## src/rtl/ifetch_if.sv

```systemverilog
// Fetch-stage bundle: icache request/response, execute redirect and decode handshake.
`timescale 1ns/1ps
interface ifetch_if;
    logic [31:0] icache_rdaddr;
    logic        icache_rdreq;
    logic [31:0] icache_dataout;
    logic        icache_valid;
    logic        redirect_valid;
    logic [31:0] redirect_pc;
    logic [31:0] instr_out;
    logic [31:0] pc_out;
    logic        instr_valid;
    logic        instr_ready;

    modport master (
        output icache_rdaddr, icache_rdreq, instr_out, pc_out, instr_valid,
        input  icache_dataout, icache_valid, redirect_valid, redirect_pc, instr_ready
    );

    modport slave (
        input  icache_rdaddr, icache_rdreq, instr_out, pc_out, instr_valid,
        output icache_dataout, icache_valid, redirect_valid, redirect_pc, instr_ready
    );
endinterface

```

## src/rtl/ifetch.sv

```systemverilog
// Instruction fetch: one icache request in flight, response lands in output storage the cycle it arrives.
// Backpressure holds off new requests when storage is full; IFETCH_SKIDBUF_EN selects a 2-entry skid FIFO.
`timescale 1ns/1ps
module ifetch #(
    parameter logic [31:0] RESET_PC = 32'h0000_0000
) (
    input  logic     clk,
    input  logic     reset_n,
    ifetch_if.master bus
);

    localparam logic [1:0] S_BOOT  = 2'd0;
    localparam logic [1:0] S_REQ   = 2'd1;
    localparam logic [1:0] S_FLUSH = 2'd2;

    localparam logic [31:0] BOOT_PC = {RESET_PC[31:2], 2'b00};

    logic [1:0]  state;
    logic [31:0] pc;
    logic        pending;
    logic        redirect;
    logic        out_vld;
    logic [31:0] out_instr;
    logic [31:0] out_pc;
    logic        pop;
    logic        can_issue;
    logic        rdreq;
    logic        wr_en;

    assign redirect = bus.redirect_valid;
    assign pop      = out_vld && bus.instr_ready;

    // While waiting, the request is held; it drops in the response cycle so the
    // icache never sees a second request for the same address.
    assign rdreq = (state == S_REQ) && !redirect &&
                   (pending ? !bus.icache_valid : can_issue);
    assign wr_en = (state == S_REQ) && !redirect && pending && bus.icache_valid;

    assign bus.icache_rdaddr = pc;
    assign bus.icache_rdreq  = rdreq;
    assign bus.instr_valid   = out_vld;
    assign bus.instr_out     = out_instr;
    assign bus.pc_out        = out_pc;

    always_ff @(posedge clk or negedge reset_n) begin
        if (!reset_n) begin
            state   <= S_BOOT;
            pc      <= BOOT_PC;
            pending <= 1'b0;
        end else if (redirect) begin
            state   <= S_FLUSH;
            pc      <= {bus.redirect_pc[31:2], 2'b00};
            pending <= 1'b0;
        end else begin
            case (state)
                S_BOOT: begin
                    state <= S_REQ;
                    pc    <= BOOT_PC;
                end
                S_REQ: begin
                    if (wr_en) begin
                        pc      <= pc + 32'd4;
                        pending <= 1'b0;
                    end else if (rdreq) begin
                        pending <= 1'b1;
                    end
                end
                S_FLUSH: state <= S_REQ;
                default: state <= S_BOOT;
            endcase
        end
    end

`ifdef IFETCH_SKIDBUF_EN
    logic [31:0] buf_instr [2];
    logic [31:0] buf_pc    [2];
    logic        rd_ptr;
    logic        wr_ptr;
    logic [1:0]  count;

    assign out_vld   = (count != 2'd0);
    assign out_instr = buf_instr[rd_ptr];
    assign out_pc    = buf_pc[rd_ptr];
    // A slot being drained this cycle is free by the time the response returns.
    assign can_issue = (count != 2'd2) || pop;

    always_ff @(posedge clk or negedge reset_n) begin
        if (!reset_n) begin
            buf_instr[0] <= '0;
            buf_instr[1] <= '0;
            buf_pc[0]    <= '0;
            buf_pc[1]    <= '0;
            rd_ptr       <= 1'b0;
            wr_ptr       <= 1'b0;
            count        <= 2'd0;
        end else if (redirect) begin
            rd_ptr <= wr_ptr;
            count  <= 2'd0;
        end else begin
            if (wr_en) begin
                buf_instr[wr_ptr] <= bus.icache_dataout;
                buf_pc[wr_ptr]    <= pc;
                wr_ptr            <= ~wr_ptr;
            end
            if (pop)
                rd_ptr <= ~rd_ptr;
            case ({wr_en, pop})
                2'b10:   count <= count + 2'd1;
                2'b01:   count <= count - 2'd1;
                default: count <= count;
            endcase
        end
    end
`else
    logic [31:0] buf_instr;
    logic [31:0] buf_pc;
    logic        full;

    assign out_vld   = full;
    assign out_instr = buf_instr;
    assign out_pc    = buf_pc;
    assign can_issue = !full || pop;

    always_ff @(posedge clk or negedge reset_n) begin
        if (!reset_n) begin
            buf_instr <= '0;
            buf_pc    <= '0;
            full      <= 1'b0;
        end else if (redirect) begin
            full <= 1'b0;
        end else if (wr_en) begin
            buf_instr <= bus.icache_dataout;
            buf_pc    <= pc;
            full      <= 1'b1;
        end else if (pop) begin
            full <= 1'b0;
        end
    end
`endif

endmodule
```

## src/flat_wrapper.sv

```systemverilog
// flat-port wrapper written by rule: the top's interface ports become plain ports
module ifetch_flat 
#(
    parameter logic [31:0] RESET_PC = 32'h0000_0000
)
  (clk, reset_n, bus_icache_rdaddr, bus_icache_rdreq, bus_instr_out, bus_pc_out, bus_instr_valid, bus_icache_dataout, bus_icache_valid, bus_redirect_valid, bus_redirect_pc, bus_instr_ready);
  ifetch_if bus_i ();
  input  logic clk;
  input  logic reset_n;
  output wire logic [$bits(bus_i.icache_rdaddr)-1:0] bus_icache_rdaddr;
  output wire logic [$bits(bus_i.icache_rdreq)-1:0] bus_icache_rdreq;
  output wire logic [$bits(bus_i.instr_out)-1:0] bus_instr_out;
  output wire logic [$bits(bus_i.pc_out)-1:0] bus_pc_out;
  output wire logic [$bits(bus_i.instr_valid)-1:0] bus_instr_valid;
  input wire logic [$bits(bus_i.icache_dataout)-1:0] bus_icache_dataout;
  input wire logic [$bits(bus_i.icache_valid)-1:0] bus_icache_valid;
  input wire logic [$bits(bus_i.redirect_valid)-1:0] bus_redirect_valid;
  input wire logic [$bits(bus_i.redirect_pc)-1:0] bus_redirect_pc;
  input wire logic [$bits(bus_i.instr_ready)-1:0] bus_instr_ready;
  assign bus_icache_rdaddr = bus_i.icache_rdaddr;
  assign bus_icache_rdreq = bus_i.icache_rdreq;
  assign bus_instr_out = bus_i.instr_out;
  assign bus_pc_out = bus_i.pc_out;
  assign bus_instr_valid = bus_i.instr_valid;
  assign bus_i.icache_dataout = bus_icache_dataout;
  assign bus_i.icache_valid = bus_icache_valid;
  assign bus_i.redirect_valid = bus_redirect_valid;
  assign bus_i.redirect_pc = bus_redirect_pc;
  assign bus_i.instr_ready = bus_instr_ready;
  ifetch #(.RESET_PC(RESET_PC)) u_core (.clk(clk), .reset_n(reset_n), .bus(bus_i));
endmodule
```

## config.mk

```make
export PLATFORM = sky130hd
export DESIGN_NAME = ifetch_flat
export DESIGN_NICKNAME = d
export VERILOG_FILES = /design/src/rtl/ifetch_if.sv /design/src/rtl/ifetch.sv /design/src/flat_wrapper.sv
export SDC_FILE = /design/constraint.sdc
export NUM_CORES = 1
export LEC_CHECK = 0
export CAP_MARGIN = 20
export CORE_MARGIN = 2
export CORE_UTILIZATION = 44
export DETAILED_ROUTE_END_ITERATION = 7
export PLACE_DENSITY_LB_ADDON = 0.2
export SYNTH_ARGS = -nofsm -noshare
export SYNTH_HDL_FRONTEND = slang
export SYNTH_SLANG_ARGS = --single-unit
```

## constraint.sdc

```tcl
create_clock -name clk -period 2.4 [get_ports clk]
set_input_delay 0.72 -clock clk [delete_from_list [all_inputs] [get_ports clk]]
set_output_delay 0.72 -clock clk [all_outputs]
set_load 0.05 [all_outputs]
```

==> results.md, run 1 <==
- Initial Util: 45.2%
- Leakage: 3.20 nW
- Clk sinks: 96
- Placed cells: 793
- Worst setup EP type: output pin
- F_max: 423 MHz
- DRT Pass-1 Iters: 6
- CTS tree: done
- Type of the worst setup path: reg2out
- Share of cells above drive strength 1: 10.0%
- Unrepaired setup endpoints after global routing: no
- Worst-skew pair later-pin latency: 370 ps
- DR WL/cell: 15.7 um
- Number of synthesized register bits: 96
- Setup violators final: 0
- Startpoint Class: flop
- Die height: 104 um
- Grt ovf: 0
- Final worst slack: 33.7 ps
- Worst Max-Slew Pin Slew: 605 ps
- Post-route minimum period: 2370 ps
- Yosys cell types: 48
- # IOs: 167
- DRC errors left: 0
- Min-delay worst type: in2async
- Routed vias: 4206
- Crit-path cells: clkdlybuf4s50_1
- Max VDD drop: 0.000397 V
- Final non-filler cell total: 810
- Post-Syn Area: 0.00440 mm2
- Ys flop type: dfrtp_1
- Slowest stage delay, CP: 850 ps
- Synth top area cells: dfrtp_1 55%, nand2_1 18%, o21ai_0 3.8%
- Gpl congestion: 0.834
- Clk pin slew, worst setup/hold paths: 100 ps
- Asr flop ratio synth: 100%
- Filler cells: 844
- Post-synth top cells: 207 x nand2_1, 96 x dfrtp_1, 33 x o21ai_0
- Number of global-route vias before repair: 4159
- Share of the synthesized area in the top cell type: 54.6%
- Wl on met1: 5580 um
- Cell with the most instances after synthesis: nand2_1
- Drt via density: 5.19
- YS warnings: 0
- Met3 wire length: 785 um
- Sequential share of the synthesized area: 54.6%
- Port Buffers: 160
- Slowest-stage cell, CP: clkdlybuf4s50_1
- WP data arrival: 1650 ps
- Slew Viols, Final: 0
- HPWL after DPL: 9360 um
- Maximum buffer depth of the clock tree: 2
- Die X: 104 um
- Crit path buffers/inverters: 1
- Top Metal Used: met4
- Worst-path maximum fanout: 6
- Synthesized area per cell: 8.85 um2
- Core Rows: 36
- Synth-to-Final Area Change: 49.5%
- Global-route wire length before repair: 20600 um
- Num CTS Buffers: 9
- CP top delay family: buffers and inverters
- Fin. Hold Viols: 0
- Routed WL: 12800 um
- # diodes: 0
- Status: finished clean
- Drt initial violations: 153
- Overall global routing resource usage: 23.5%
- Die area: 0.0108 mm2
- Max-cap violations: 0
- Initial antenna violation count: 0
- Dpl ws: -161 ps
- Fin nets: 742
- Clock skew: 6.13 ps
- Mapped Cells: 497
- Length of routed met2 wiring: 6180 um
- Top cell type by total area after synthesis: dfrtp_1
- Pin count of the biggest net entering global routing: 37
- Max-Slew Margin vs Limit: 59.4%
- Post-synth EDFFs: 0
- WP data required: 1680 ps
- Htree depth: 3
- DRT antenna net count: 0
- PD cells: 717 mW/mm2
- Clock root cell: clkbuf_8
- Core area: 0.00973 mm2
- Tcrit/Tclk final: 98.6%
==> area by class of cell <==
cell class / count / area, um2 / area share (%)
multi-input combinational: 367 / 1880 / 28.6
sequential: 96 / 2400 / 36.5
inverter: 7 / 26.3 / 0.400
tap: 133 / 166 / 2.53
timing repair buffer: 191 / 1900 / 28.9
clock inverter: 6 / 67.6 / 1.03
clock buffer: 10 / 128 / 1.94
==> registers in the layout, summed over array words and instances, names as in the netlist <==
register / cells
u_core.pending: 1
u_core.bus.pc_out: 30
u_core.state: 2
u_core.bus.icache_rdaddr: 30
u_core.bus.instr_out: 32
u_core.bus.instr_valid: 1
==> power by group <==
group | switching, mW | total, mW | internal [mW]
Sequential | 0.168 | 1.99 | 1.82
Clock | 0.599 | 1.09 | 0.488
Combinational | 1.08 | 1.63 | 0.559
Total | 1.84 | 4.71 | 2.87
==> worst paths after layout <==
kind / startpoint / to / slack [ps] / cells after the start
setup reg to reg: u_core.bus.icache_rdaddr[2]$_DFFE_PN0P_ / u_core.bus.icache_rdaddr[30]$_DFFE_PN0P_ / 200 / 6
hold / removal: reset_n / u_core.bus.pc_out[6]$_DFFE_PN0P_ / 290 / 1
max in group asynchronous: reset_n / u_core.bus.icache_rdaddr[31]$_DFFE_PN0P_ / 1540 / 2
setup / recovery: u_core.bus.icache_rdaddr[29]$_DFFE_PN0P_ / bus_icache_rdaddr[29] / 30 / 1
min in group clk: u_core.bus.instr_out[18]$_DFFE_PN0P_ / u_core.bus.instr_out[18]$_DFFE_PN0P_ / 480 / 2
hold reg to reg: u_core.bus.instr_out[18]$_DFFE_PN0P_ / u_core.bus.instr_out[18]$_DFFE_PN0P_ / 480 / 2
==> cell families (layout without fill, tap and decap cells) <==
logic type	count (synthesis)	in the layout	share of synthesized area (%)
xor+xnor	7	7	1.39
compound gates	79	79	11.5
simple gates	276	276	28.5
fa+ha+maj	1	1	0.284
other cells	1	4	0.0853
buf+inv	37	214	3.64
flops	96	96	54.6
==> what timing repair did <==
item	CTS	global route
endpoints found under the setup margin	11	8
hold endpoints to repair	0	0
resized for setup	12	9
gates cloned	0	0
hold buffers	0	0
pin swaps	1	1
setup buffers	1	0
==> metrics by stage <==
stage,total power [mW],hold slack (ps),util (%),instance area (um2),setup TNS (ps)
floorplan,2.98,424,-,4430,0
global placement,3.64,457,65.3,6350,-2670
detailed placement,3.68,461,65.3,6350,-3640
CTS,4.74,310,67.3,6550,-17.3
global route,4.89,333,67.6,6580,0
finish,4.71,288,67.6,6580,0
==> metal layers <==
metal,global-route usage [%],vias to the layer above
li1,-,2008
met1,31.4,2037
met2,38.3,141
met3,5.33,20
met4,7.24,0
met5,0,-
==> cells in the final DEF, fill, tap and decap left out, drive strengths merged, types with 5 or more instances in the layout <==
cell	n
o21ai	38
xor2	5
a21oi	7
buf	38
nand3	17
nand2	207
inv	9
clkbuf	10
a31oi	8
clkdlybuf4s50	134
dlygate4sd2	11
dfrtp	96
nor2	10
dlymetal6s2s	8
nand4	8
and3	10
a32oi	6
nor3	5
(Power assumes the default switching activity.)
==> run 2: changes to the inputs <==
Settings changed: MAX_ROUTING_LAYER from default to met4, PLACE_DENSITY from default to 0.8, PLACE_DENSITY_LB_ADDON 0.2 to default, SKIP_CTS_REPAIR_TIMING from default to 1.
==> run 2 against run 1 <==
The flow now finishes with violations (setup timing). Non-clock buffer count fell by 1. Largest power group unchanged. Via count rose by 1.5%. Worst setup slack worse by 47 ps. First-iteration DRC count rose by 150%. Combinational power rose by 2%. Register-to-register slack better by 130 ps. Wire length grew 2.0%. Power down 3.1%. Sequential power barely moved. Sequential cell count is the same.
==> results.md, run 2 (synthesis results as in run 1) <==
- Die area: 0.0108 mm2
- Worst R2R End: u_core.bus.icache_rdaddr[30]$_DFFE_PN0P_
- Routed WL: 13000 um
- Num CTS Buffers: 9
- WP data arrival: 1690 ps
- Status: finished with violations
- Critical path depth: 5
- Min-delay worst type: in2async
- Share of cells above drive strength 1: 9.35%
- Most common cell after layout, fill and taps aside: nand2_1
- Slowest-stage cell, CP: clkdlybuf4s50_1
- CP Launch Point: bus_instr_ready
- Routed vias: 4271
- Max-Slew Margin vs Limit: 61.0%
- Clk sinks: 96
- Die height: 104 um
- Worst-path maximum fanout: 2
- Initial antenna violation count: 0
- Most frequent cells in the layout: 207 x nand2_1, 138 x clkdlybuf4s50_1, 96 x dfrtp_1, 32 x o21ai_0, 29 x buf_4
- Worst Max-Slew Pin Slew: 581 ps
- Max-cap violations: 0
- Final core utilization: 67.5%
- Fin. Hold Viols: 0
- Dpl cell area: 0.00636 mm2
- Crit-path cells: clkdlybuf4s50_1 > nand2b_4 > o21ai_2 > a21oi_4 > buf_12
- WP data required: 1680 ps
- DRC errors left: 0
- Synth-to-Final Area Change: 49.4%
- Global-route wire length before repair: 21600 um
- Initial Util: 45.2%
- Drt initial violations: 375
- Final non-filler cell total: 807
- F_max: 414 MHz
- Reg2reg start: u_core.bus.icache_rdaddr[2]$_DFFE_PN0P_
- Leakage: 3.24 nW
- Worst-skew pair later-pin latency: 360 ps
- Gpl congestion: 0.828
- Pin count of the biggest net entering global routing: 59
- R2r setup slk: 330 ps
- DR WL/cell: 16.1 um
- Slew Viols, Final: 0
- Largest register FFs: 32
- Unrepaired setup endpoints after global routing: yes
- Filler cells: 793
- Overall global routing resource usage: 25.5%
- # IOs: 167
- Sum Neg Setup Slack: -13.0 ps
- Clock skew: 11.1 ps
- Final hold slack: 190 ps
- Post-route minimum period: 2410 ps
- Port Buffers: 160
- Grt ovf: 0
- Maximum buffer depth of the clock tree: 2
- Core Rows: 36
- Type of the worst setup path: in2out
- Worst setup EP type: output pin
- Setup violators final: 1
- Startpoint Class: primary input
- Tcrit/Tclk final: 101%
- Core area: 0.00973 mm2
- Fin nets: 741
- Die X: 104 um
- Clock root cell: clkbuf_8
- Clk pin slew, worst setup/hold paths: 90 ps
- Number of global-route vias before repair: 4312
- Slowest stage delay, CP: 460 ps
- CTS tree: done
- Max VDD drop: 0.000393 V
- Placed cells: 792
- Final worst slack: -13.0 ps
- Crit path buffers/inverters: 2
- Worst setup path endpoint: bus_icache_rdreq
- PD cells: 695 mW/mm2
- DRT Pass-1 Iters: 5
- Failing checks: setup timing
- CP top delay family: buffers and inverters
- # diodes: 0
- HPWL after DPL: 9450 um
- Reg2reg path depth: 6
- DRT antenna net count: 0
- Design area: 0.00657 mm2
- Htree depth: 3
- Drt via density: 5.29
-- run 2: cell count changes in the layout (fill, tap and decap cells not counted), moves of 2 or more --
cell,previous run,this run
buf_12,6,8
buf_4,31,29
clkbuf_1,1,3
clkdlybuf4s50_1,134,138
clkinvlp_4,2,0
dlygate4sd2_1,11,0
dlymetal6s2s_1,8,15
inv_6,2,0
-- run 2: worst min path at each step --
stage                     slack (ps)  cells past startpoint                                 start                                        to
after floorplan                  420                      0                               reset_n  u_core.bus.icache_rdaddr[10]$_DFFE_PN0P_
after global placement           460                      2  u_core.bus.instr_out[30]$_DFFE_PN0P_      u_core.bus.instr_out[30]$_DFFE_PN0P_
after detailed placement         460                      2  u_core.bus.instr_out[22]$_DFFE_PN0P_      u_core.bus.instr_out[22]$_DFFE_PN0P_
after CTS                        180                      1                               reset_n         u_core.bus.pc_out[10]$_DFFE_PN0P_
after global routing             180                      1                               reset_n         u_core.bus.pc_out[12]$_DFFE_PN0P_
final                            190                      1                               reset_n         u_core.bus.pc_out[13]$_DFFE_PN0P_
-- run 2: per-layer routing --
layer,GRT usage (%),part of all wire [%],wire (um),vias up
li1,-,-,-,2005
met1,33.0,42,5510,2055
met2,39.8,49,6370,185
met3,5.64,6.4,827,26
met4,8.98,2.4,306,0
met5,-,0,0,-
-- run 2: cell type report --
cell class,count,area [um2],share of cell area [%]
Sequential cell,96,2400,36.6
Timing Repair Buffer,190,1950,29.6
Multi-Input combinational cell,367,1880,28.5
Tap cell,133,166,2.53
Clock buffer,13,149,2.27
Inverter,7,26.3,0.400
Clock inverter,1,5.00,0.0762
-- run 2: power by group --
group	switching, mW	internal, mW
Sequential	0.162	1.82
Clock	0.521	0.395
Combinational	1.09	0.574
-- run 2: metrics by stage --
stage,power (mW),worst slack [ps]
after floorplan,2.98,4.26
after global placement,3.65,-117
after detailed placement,3.68,-146
after CTS,4.60,-152
after global routing,4.80,-59.6
final,4.57,-13.0
